### config.mk
export PLATFORM = sky130hd
export DESIGN_NAME = mii_hex_dumper
export DESIGN_NICKNAME = d
export VERILOG_FILES = /design/src/rtl/mii_hex_pkg.sv /design/src/rtl/mii_hex_dumper_uart_char_gate.sv /design/src/rtl/mii_hex_dumper.sv
export SDC_FILE = /design/constraint.sdc
export NUM_CORES = 1
export LEC_CHECK = 0
export ABC_AREA = 1
export BUFFER_PORTS_ARGS = -buffer_cell sky130_fd_sc_hd__buf_2
export CAP_MARGIN = 20
export CORE_UTILIZATION = 46
export DETAILED_ROUTE_END_ITERATION = 8
export PLACE_DENSITY = 0.7
export SYNTH_ARGS = -nofsm -noshare
export SYNTH_HDL_FRONTEND = slang
export SYNTH_SLANG_ARGS = --single-unit
### constraint.sdc
create_clock -name clk -period 1.8 [get_ports clk]
set_input_delay 0.18 -clock clk [delete_from_list [all_inputs] [get_ports clk]]
set_output_delay 0.18 -clock clk [all_outputs]
set_load 0.1 [all_outputs]
### src/rtl/mii_hex_pkg.sv
// mii_hex_pkg
// Shared types and constants for the MII hex dumper:
//   - main_state_t : formatting FSM states (S_PREFIX exists only when
//                    MII_HEX_OFFSET_EN is defined)
//   - gate_state_t : per-character UART handshake states
//   - ASCII_*      : fixed characters emitted by the formatter
//   - HS_START_TIMEOUT : cycles to wait for tx_active before assuming
//                        the character went out anyway
//   - hex_ascii()  : nibble to uppercase ASCII hex digit
package mii_hex_pkg;

  typedef enum logic [2:0] {
    S_IDLE,
    S_HI,
    S_LO,
    S_SEP,
    S_CR,
    S_LF
`ifdef MII_HEX_OFFSET_EN
    , S_PREFIX
`endif
  } main_state_t;

  typedef enum logic [1:0] {
    G_IDLE,
    G_ISSUE,
    G_WAIT_START,
    G_WAIT_END
  } gate_state_t;

  localparam logic [7:0] ASCII_SP    = 8'h20;
  localparam logic [7:0] ASCII_CR    = 8'h0D;
  localparam logic [7:0] ASCII_LF    = 8'h0A;
  localparam logic [7:0] ASCII_COLON = 8'h3A;

  localparam int unsigned HS_START_TIMEOUT = 4;

  function automatic logic [7:0] hex_ascii(input logic [3:0] nib);
    if (nib < 4'd10) return 8'h30 + {4'h0, nib};
    else             return 8'h37 + {4'h0, nib};
  endfunction

endpackage

### src/rtl/mii_hex_dumper_uart_char_gate.sv
// uart_char_gate
// Sends one character to uart_tx per request and reports completion.
// Ports:
//   clk, reset_n  : clock, async active-low reset
//   req           : one-cycle request to send ch
//   ch            : character to send, sampled with req
//   done          : one-cycle pulse when the character has completed
//   tx_dv, tx_d   : uart_tx data-valid pulse and held character
//   tx_active     : uart_tx busy flag
//
// state        | meaning
// -------------+----------------------------------------------------------
// G_IDLE       | no character in flight; a req pulses tx_dv at once if the
//              | UART is free, else parks in G_ISSUE
// G_ISSUE      | character latched, waiting for the UART to go idle
// G_WAIT_START | tx_dv sent, waiting for tx_active to rise (bounded)
// G_WAIT_END   | UART busy with our character, waiting for it to finish
module uart_char_gate
  import mii_hex_pkg::*;
(
  input  logic       clk,
  input  logic       reset_n,
  input  logic       req,
  input  logic [7:0] ch,
  output logic       done,
  output logic       tx_dv,
  output logic [7:0] tx_d,
  input  logic       tx_active
);

  localparam logic [2:0] TMO_LOAD = 3'(HS_START_TIMEOUT - 1);

  gate_state_t state;
  logic [2:0]  tmo_cnt;

  always_ff @(posedge clk or negedge reset_n) begin
    if (!reset_n) begin
      state   <= G_IDLE;
      tmo_cnt <= '0;
      done    <= 1'b0;
      tx_dv   <= 1'b0;
      tx_d    <= 8'h00;
    end else begin
      tx_dv <= 1'b0;
      done  <= 1'b0;
      case (state)
        G_IDLE: begin
          if (req) begin
            tx_d <= ch;
            // The UART may still be finishing a frame started before a
            // reset; never pulse on top of it.
            if (!tx_active) begin
              tx_dv   <= 1'b1;
              tmo_cnt <= TMO_LOAD;
              state   <= G_WAIT_START;
            end else begin
              state <= G_ISSUE;
            end
          end
        end
        G_ISSUE: begin
          if (!tx_active) begin
            tx_dv   <= 1'b1;
            tmo_cnt <= TMO_LOAD;
            state   <= G_WAIT_START;
          end
        end
        G_WAIT_START: begin
          if (tx_active) begin
            state <= G_WAIT_END;
          end else if (tmo_cnt == 3'd0) begin
            // UART never acknowledged; treat as sent so we cannot stall.
            done  <= 1'b1;
            state <= G_IDLE;
          end else begin
            tmo_cnt <= tmo_cnt - 3'd1;
          end
        end
        G_WAIT_END: begin
          if (!tx_active) begin
            done  <= 1'b1;
            state <= G_IDLE;
          end
        end
        default: state <= G_IDLE;
      endcase
    end
  end

endmodule

### src/rtl/mii_hex_dumper.sv
// mii_hex_dumper
// Formats bytes from the receive FIFO as uppercase ASCII hex for uart_tx:
// two digits per byte, space separated, CR LF after BYTES_PER_LINE bytes
// or after the byte flagged in_last.
// Optional feature macro: MII_HEX_OFFSET_EN -- prefixes each line with a
// 16-bit byte offset "XXXX: "; the offset restarts at 0000 per frame.
// Parameters:
//   BYTES_PER_LINE : bytes per output line, 1..255
// Ports:
//   clk, reset_n        : clock, async active-low reset
//   in_dv, in_d, in_last: input byte stream (valid/ready)
//   in_rdy              : byte can be accepted this cycle
//   tx_dv, tx_d         : character start pulse and character to uart_tx
//   tx_active           : uart_tx busy flag
//
// state    | meaning
// ---------+--------------------------------------------------------------
// S_IDLE   | waiting for a byte; in_rdy high
// S_PREFIX | sending "XXXX: " offset prefix, one char per pfx_idx step
// S_HI     | sending high nibble digit
// S_LO     | sending low nibble digit
// S_SEP    | sending space between bytes
// S_CR     | sending carriage return
// S_LF     | sending line feed, line counter clears on completion
module mii_hex_dumper
  import mii_hex_pkg::*;
#(
  parameter int unsigned BYTES_PER_LINE = 16
) (
  input  logic       clk,
  input  logic       reset_n,
  input  logic       in_dv,
  input  logic [7:0] in_d,
  input  logic       in_last,
  output logic       in_rdy,
  output logic       tx_dv,
  output logic [7:0] tx_d,
  input  logic       tx_active
);

  localparam logic [7:0] LINE_MAX = 8'(BYTES_PER_LINE - 1);

  main_state_t state;
  logic [3:0]  lo_nib;
  logic        last_q;
  logic [7:0]  line_cnt;
  logic        accept;
  logic        line_end;
  logic        req;
  logic [7:0] ch;
  logic        gate_done;

`ifdef MII_HEX_OFFSET_EN
  logic [3:0]  hi_nib;
  logic [15:0] offset;
  logic [2:0]  pfx_idx;

  function automatic logic [7:0] prefix_char(input logic [2:0] idx,
                                             input logic [15:0] off);
    case (idx)
      3'd0:    return hex_ascii(off[15:12]);
      3'd1:    return hex_ascii(off[11:8]);
      3'd2:    return hex_ascii(off[7:4]);
      3'd3:    return hex_ascii(off[3:0]);
      3'd4:    return ASCII_COLON;
      default: return ASCII_SP;
    endcase
  endfunction
`endif

  // Gated by reset_n so the FIFO sees not-ready while reset is held.
  assign in_rdy   = reset_n && (state == S_IDLE);
  assign accept   = in_dv && in_rdy;
  assign line_end = last_q || (line_cnt == LINE_MAX);

  // The request for the next character is raised in the same cycle the
  // previous one completes (or the byte is accepted), so the gate can
  // pulse tx_dv on the following cycle.
  always_comb begin
    req = 1'b0;
    ch  = 8'h00;
    case (state)
      S_IDLE: begin
        if (accept) begin
          req = 1'b1;
`ifdef MII_HEX_OFFSET_EN
          ch  = (line_cnt == 8'd0) ? prefix_char(3'd0, offset)
                                   : hex_ascii(in_d[7:4]);
`else
          ch  = hex_ascii(in_d[7:4]);
`endif
        end
      end
`ifdef MII_HEX_OFFSET_EN
      S_PREFIX: begin
        if (gate_done) begin
          req = 1'b1;
          ch  = (pfx_idx == 3'd5) ? hex_ascii(hi_nib)
                                  : prefix_char(pfx_idx + 3'd1, offset);
        end
      end
`endif
      S_HI: begin
        if (gate_done) begin
          req = 1'b1;
          ch  = hex_ascii(lo_nib);
        end
      end
      S_LO: begin
        if (gate_done) begin
          req = 1'b1;
          ch  = line_end ? ASCII_CR : ASCII_SP;
        end
      end
      S_CR: begin
        if (gate_done) begin
          req = 1'b1;
          ch  = ASCII_LF;
        end
      end
      default: ;
    endcase
  end

  always_ff @(posedge clk or negedge reset_n) begin
    if (!reset_n) begin
      state    <= S_IDLE;
      lo_nib   <= 4'h0;
      last_q   <= 1'b0;
      line_cnt <= 8'd0;
`ifdef MII_HEX_OFFSET_EN
      hi_nib   <= 4'h0;
      offset   <= 16'd0;
      pfx_idx  <= 3'd0;
`endif
    end else begin
      case (state)
        S_IDLE: begin
          if (accept) begin
            lo_nib <= in_d[3:0];
            last_q <= in_last;
`ifdef MII_HEX_OFFSET_EN
            hi_nib <= in_d[7:4];
            if (line_cnt == 8'd0) begin
              pfx_idx <= 3'd0;
              state   <= S_PREFIX;
            end else begin
              state <= S_HI;
            end
`else
            state <= S_HI;
`endif
          end
        end
`ifdef MII_HEX_OFFSET_EN
        S_PREFIX: begin
          if (gate_done) begin
            if (pfx_idx == 3'd5) state   <= S_HI;
            else                 pfx_idx <= pfx_idx + 3'd1;
          end
        end
`endif
        S_HI: begin
          if (gate_done) begin
            state <= S_LO;
`ifdef MII_HEX_OFFSET_EN
            // Counted after the prefix so the line shows its first byte's
            // offset; wraps naturally at 16 bits.
            offset <= offset + 16'd1;
`endif
          end
        end
        S_LO: begin
          if (gate_done) begin
            if (line_end) begin
              state <= S_CR;
            end else begin
              line_cnt <= line_cnt + 8'd1;
              state    <= S_SEP;
            end
          end
        end
        S_SEP: begin
          if (gate_done) state <= S_IDLE;
        end
        S_CR: begin
          if (gate_done) state <= S_LF;
        end
        S_LF: begin
          if (gate_done) begin
            line_cnt <= 8'd0;
            state    <= S_IDLE;
`ifdef MII_HEX_OFFSET_EN
            if (last_q) offset <= 16'd0;
`endif
          end
        end
        default: state <= S_IDLE;
      endcase
    end
  end

  uart_char_gate u_gate (
    .clk       (clk),
    .reset_n   (reset_n),
    .req       (req),
    .ch        (ch),
    .done      (gate_done),
    .tx_dv     (tx_dv),
    .tx_d      (tx_d),
    .tx_active (tx_active)
  );

endmodule

### After elaboration in Yosys (flattened, before gate mapping)

Cells that the tools add are included.

* register bits: 31
* output and inout port bits: 10
* logic and storage cells: 95

* $add $sub $neg: 6
* order comparisons: 2
* equality and inequality tests: 22
* muxes and demuxes: 40
* reductions and logical operators: 16

Operator list (count)
* $mux 3: 10
* $add 6x4->7 const A: 4
* $mux 7: 4
* $pmux 7 s4: 1
* $mux 8: 3
* $pmux 8 s2: 1
* $pmux 3 s5: 1
* $ne 2x2->1 const B: 7
* $mux 2: 6
* $mux 6: 2
* $reduce_and 4->1: 3
* $ne 2x1->1 const B: 5
* $pmux 3 s3: 1
* $add 8x1->8 const B: 1
* $eq 8x4->1 const B: 1
* $lt 4x4->1 const B: 2
* $pmux 2 s4: 1
* $eq 3x2->1 const B: 2
* $eq 3x3->1 const B: 2
* $logic_not 3->1: 2
* $mux 1: 6
* $pmux 1 s2: 3
* $reduce_and 5->1: 1
* $eq 2x2->1 const B: 2
* 13 further kinds: 15

### Longest topological paths before layout

* depth after elaboration: 7
* depth in mapped cells: 11
* gate-level depth less buffers: 11

### Modules after synthesis

A second synthesis with hierarchy kept.

* cell total of the unflattened synthesis: 275
* area total of the unflattened synthesis: 1943.1 µm²

By module, submodules not included
* mii_hex_dumper: instances 1, cells an instance 186, area each 1216.2 µm²
* uart_char_gate: instances 1, cells an instance 89, area each 726.9 µm²

### Least setup slack after synthesis

Ideal clock, no wire load.

* kind: register to output
* start: reg state[1]
* end: out in_rdy
* arrival time: 1.908 ns
* data required time: 1.620 ns
* setup slack: -0.288 ns
* cell stages (with the launch flop): 4
* path buffers: 0
* cell sequence: dfrtp_1 nor2_2 nand2_1 nor2_1

* word-level cells in the longest chain between the ends: 2

Ends and longest elaborated chain
* start, declared: RTL line mii_hex_dumper.sv:43 `main_state_t state;`
* start signal, assigned: RTL line mii_hex_dumper.sv:127 `state <= S_IDLE;`
* start signal, assigned: RTL line mii_hex_dumper.sv:151 `state <= S_HI;`
* start signal, assigned: RTL line mii_hex_dumper.sv:165 `state <= S_LO;`
* $logic_not 3->1: RTL line mii_hex_dumper.sv:72 `assign in_rdy = reset_n && (state == S_IDLE);`
* $logic_and 1x1->1: RTL line mii_hex_dumper.sv:72
* end, declared: RTL line mii_hex_dumper.sv:35 `output logic in_rdy,`

Every way passes these cells.

### Worst setup path after layout

* start: reg line_cnt[0]
* end: reg line_cnt[6]

* word-level cells in the longest chain between the ends: 4
* elaborated cells between the ends (all ways): 8
* classes of those cells: 1 x add/sub; 2 x eq/ne; 3 x mux; 2 x reduce/logical

Ends and longest elaborated chain
* start, declared: RTL line mii_hex_dumper.sv:46 `logic [7:0] line_cnt;`
* start signal, assigned: RTL line mii_hex_dumper.sv:178 `line_cnt <= line_cnt + 8'd1;`
* $add 8x1->8 / $eq 8x4->1 (equally long branches): RTL line mii_hex_dumper.sv:178, mii_hex_dumper.sv:74
* $mux 8 / $logic_or 1x1->1 (equally long branches): RTL line mii_hex_dumper.sv:175, mii_hex_dumper.sv:74
* $mux 8 / $ne 2x2->1 (equally long branches)
* $pmux 8 s2 / $reduce_and 4->1 (equally long branches)

Parallel ways exist; a longest one is shown, timed or not. The select of a mux whose other input is x is not followed.
A chain may end at the register's enable or synchronous reset.

==> out/metrics.yaml <==
vias: 1627
ios: 23
antenna_found_initial: 0
crit_type: "reg2reg"
synth.net_count: 278
ys_seq_area_share_pct: 40.0
synth.avg_cell_area_sq_um: 7.21
hold_viol: 0
syn_to_final_growth_pct: 14.7
hp-class: "in2reg"
cts-resized-gates: 0
power.density_nw_per_um2: 1580
ir_drop_mv: 0.944
hold_slack_ns: 0.102
port_buffers: 21
die_h_um: 65.9
antenna_cells: 0
cts-root-buf: "clkbuf_8"
setup_viol: 0
synth_enable_flop_cells: 0
tns_ns: 0
wl_mm: 3.68
synth_top_area_share_pct: 40.0
clkTransAtPathRegs_ns: 0.06
clockBufferDepth: 2
async_reset_ff_share_pct: 100
endpoint_kind: "flip-flop"
path_max_fanout: 15
clock-skew-final_ns: 0.00661
r2r_end: "line_cnt[6]"
cp-start-kind: "flip-flop"
outcome: "completed"
yosysWarnings: 0
reg2reg_depth: 7
gp_congestion: 0.825
ff2ff_setup_slack_ns: 0.27
synthDistinctLibCells: 26
drtIter0Drc: 70
rows: 22
cts_max_level: 2
grt_use_total_pct: 19.1
yosys-top-cells-area: "dfrtp_1 (40%), nand2_1 (19%), inv_1 (7.2%)"
syn_area_sq_um: 1880
worstPathRequired_ns: 2.01
hold_start: "in_d[0]"
fin_crit_sh_pct: 85.2
cts_tree: "yes"
firstDrtPassIters: 4
start_util_pct: 49.7
p_leak_nw: 1.20
rr_startpoint: "line_cnt[0]"
design.core.area_sq_um: 3770
synthFlopType: "dfrtp_1"
grt_max_degree: 19
final_util_pct: 57.1
fmax_mhz: 652
drc: 0
detail_route.wl_per_cell_um: 10.9
drv_slew: 0
clk_latency_ns: 0.28
synth-seq-cells: 30
yosysTopAreaCell: "dfrtp_1"
cts_setup_buffers: 0
vias_per_cell: 4.81
hold_depth: 3
synth_common_cells: "nand2_1 (96), inv_1 (36), dfrtp_1 (30)"
grt_pass1_wl_mm: 6.20
synthCells: 260
ant_nets: 0
rsz0062_at_grt: "no"
cts.sinks: 30
gr-total-overflow: 0
grt_pass1_vias: 1417
dp.cells: 329
drv_cap: 0
drive_gt1_share_pct: 19.0
nNetsFinal: 307
layout.cells.non_filler: 338
min_period_ns: 1.53
die_area_sq_um: 4340
worstPathArrival_ns: 1.74
die_x_um: 65.9
whs_endpoint: "lo_nib[0]"
cts_buffers: 5
n_fill_cell: 368
yosysMostFrequentCell: "nand2_1"
hpwlAfterDp_mm: 2.83
[cell usage in the layout, fill, tap and decap left out, types with 2 or more instances in the layout]
cell	instances
nand2_1	96
inv_1	36
dfrtp_1	30
nand3_1	23
buf_2	20
nor2_1	18
o21ai_0	13
o21ai_2	9
clkbuf_8	6
ha_1	5
nand3_2	4
nand4_1	3
buf_4	3
a21oi_1	2
inv_2	2
nor2_2	2
nand4_2	2
o21bai_1	2
nand2_2	2
[layer usage]
layer / vias up / share of wire, % / wire, um / global-route usage, %
met2: 26 / 43 / 1600 / 29.2
met4: 0 / 1.7 / 63 / 8.15
met5: - / 0 / 0 / 0
met3: 7 / 4.1 / 151 / 4.48
met1: 723 / 51 / 1870 / 25.6
li1: 871 / - / - / -
[area by class of cell]
| class | instances | area (sq um) | share of cell area [%] |
|---|---|---|---|
| inverter | 38 | 143 | 6.63 |
| timing repair buffer | 25 | 153 | 7.09 |
| clock buffer | 7 | 86.3 | 4.01 |
| clock inverter | 1 | 5.00 | 0.233 |
| multi-input combinational | 189 | 955 | 44.4 |
| sequential | 30 | 751 | 34.9 |
| tap | 48 | 60.1 | 2.79 |
[cell families after synthesis]
kind of cell	after synthesis	share of synthesized area, %
compound gates	27	9.41
xor+xnor	2	0.934
fa+ha+maj	5	3.34
buf+inv	41	9.21
flops	30	40.0
other cells	1	0.200
simple gates	154	36.9
[what timing repair did]
action,in CTS,in global routing
hold endpoints to repair,30,0
hold buffers,1,0
setup endpoints to repair,0,0
[critical path: stages (launching register included)]
cell and delay (ns):
dfrtp_1 0.41, ha_1 0.27, nand3_1 0.10, o21bai_1 0.19
nand2_1 0.11, nand3_4 0.20, nand2_1 0.10, o21ai_2 0.07
[power breakdown]
| group | total [mW] | internal, mW | switching [mW] |
|---|---|---|---|
| Combinational | 1.72 | 0.463 | 1.26 |
| Sequential | 1.12 | 0.910 | 0.211 |
| Clock | 0.551 | 0.308 | 0.244 |
[registers in the layout, summed over array words and instances, names as in the netlist]
name	count
u_gate.tx_d	7
u_gate.tmo_cnt	3
u_gate.done	1
line_cnt	8
lo_nib	4
u_gate.state	2
last_q	1
u_gate.tx_dv	1
state	3
[worst max-delay path by stage]
stage                start           to  cells past startpoint
2_1_floorplan     state[1]       in_rdy                      3
3_3_place_gp   line_cnt[0]  line_cnt[2]                      7
3_5_place_dp   line_cnt[0]  line_cnt[6]                      7
4_1_cts        line_cnt[0]  line_cnt[6]                      7
5_1_grt        line_cnt[0]  line_cnt[3]                      7
6_report       line_cnt[0]  line_cnt[6]                      7
[per-stage QoR]
step                area, sq um  setup WS (ns)  power (mW)
finish                     2150          0.266        3.40
global route               2150         0.0687        3.66
CTS                        2150          0.254        3.42
detailed placement         2050          0.265        2.86
global placement           2050          0.318        2.83
floorplan                  1880          0.168        2.52
Power figures use the tool's default switching activity.
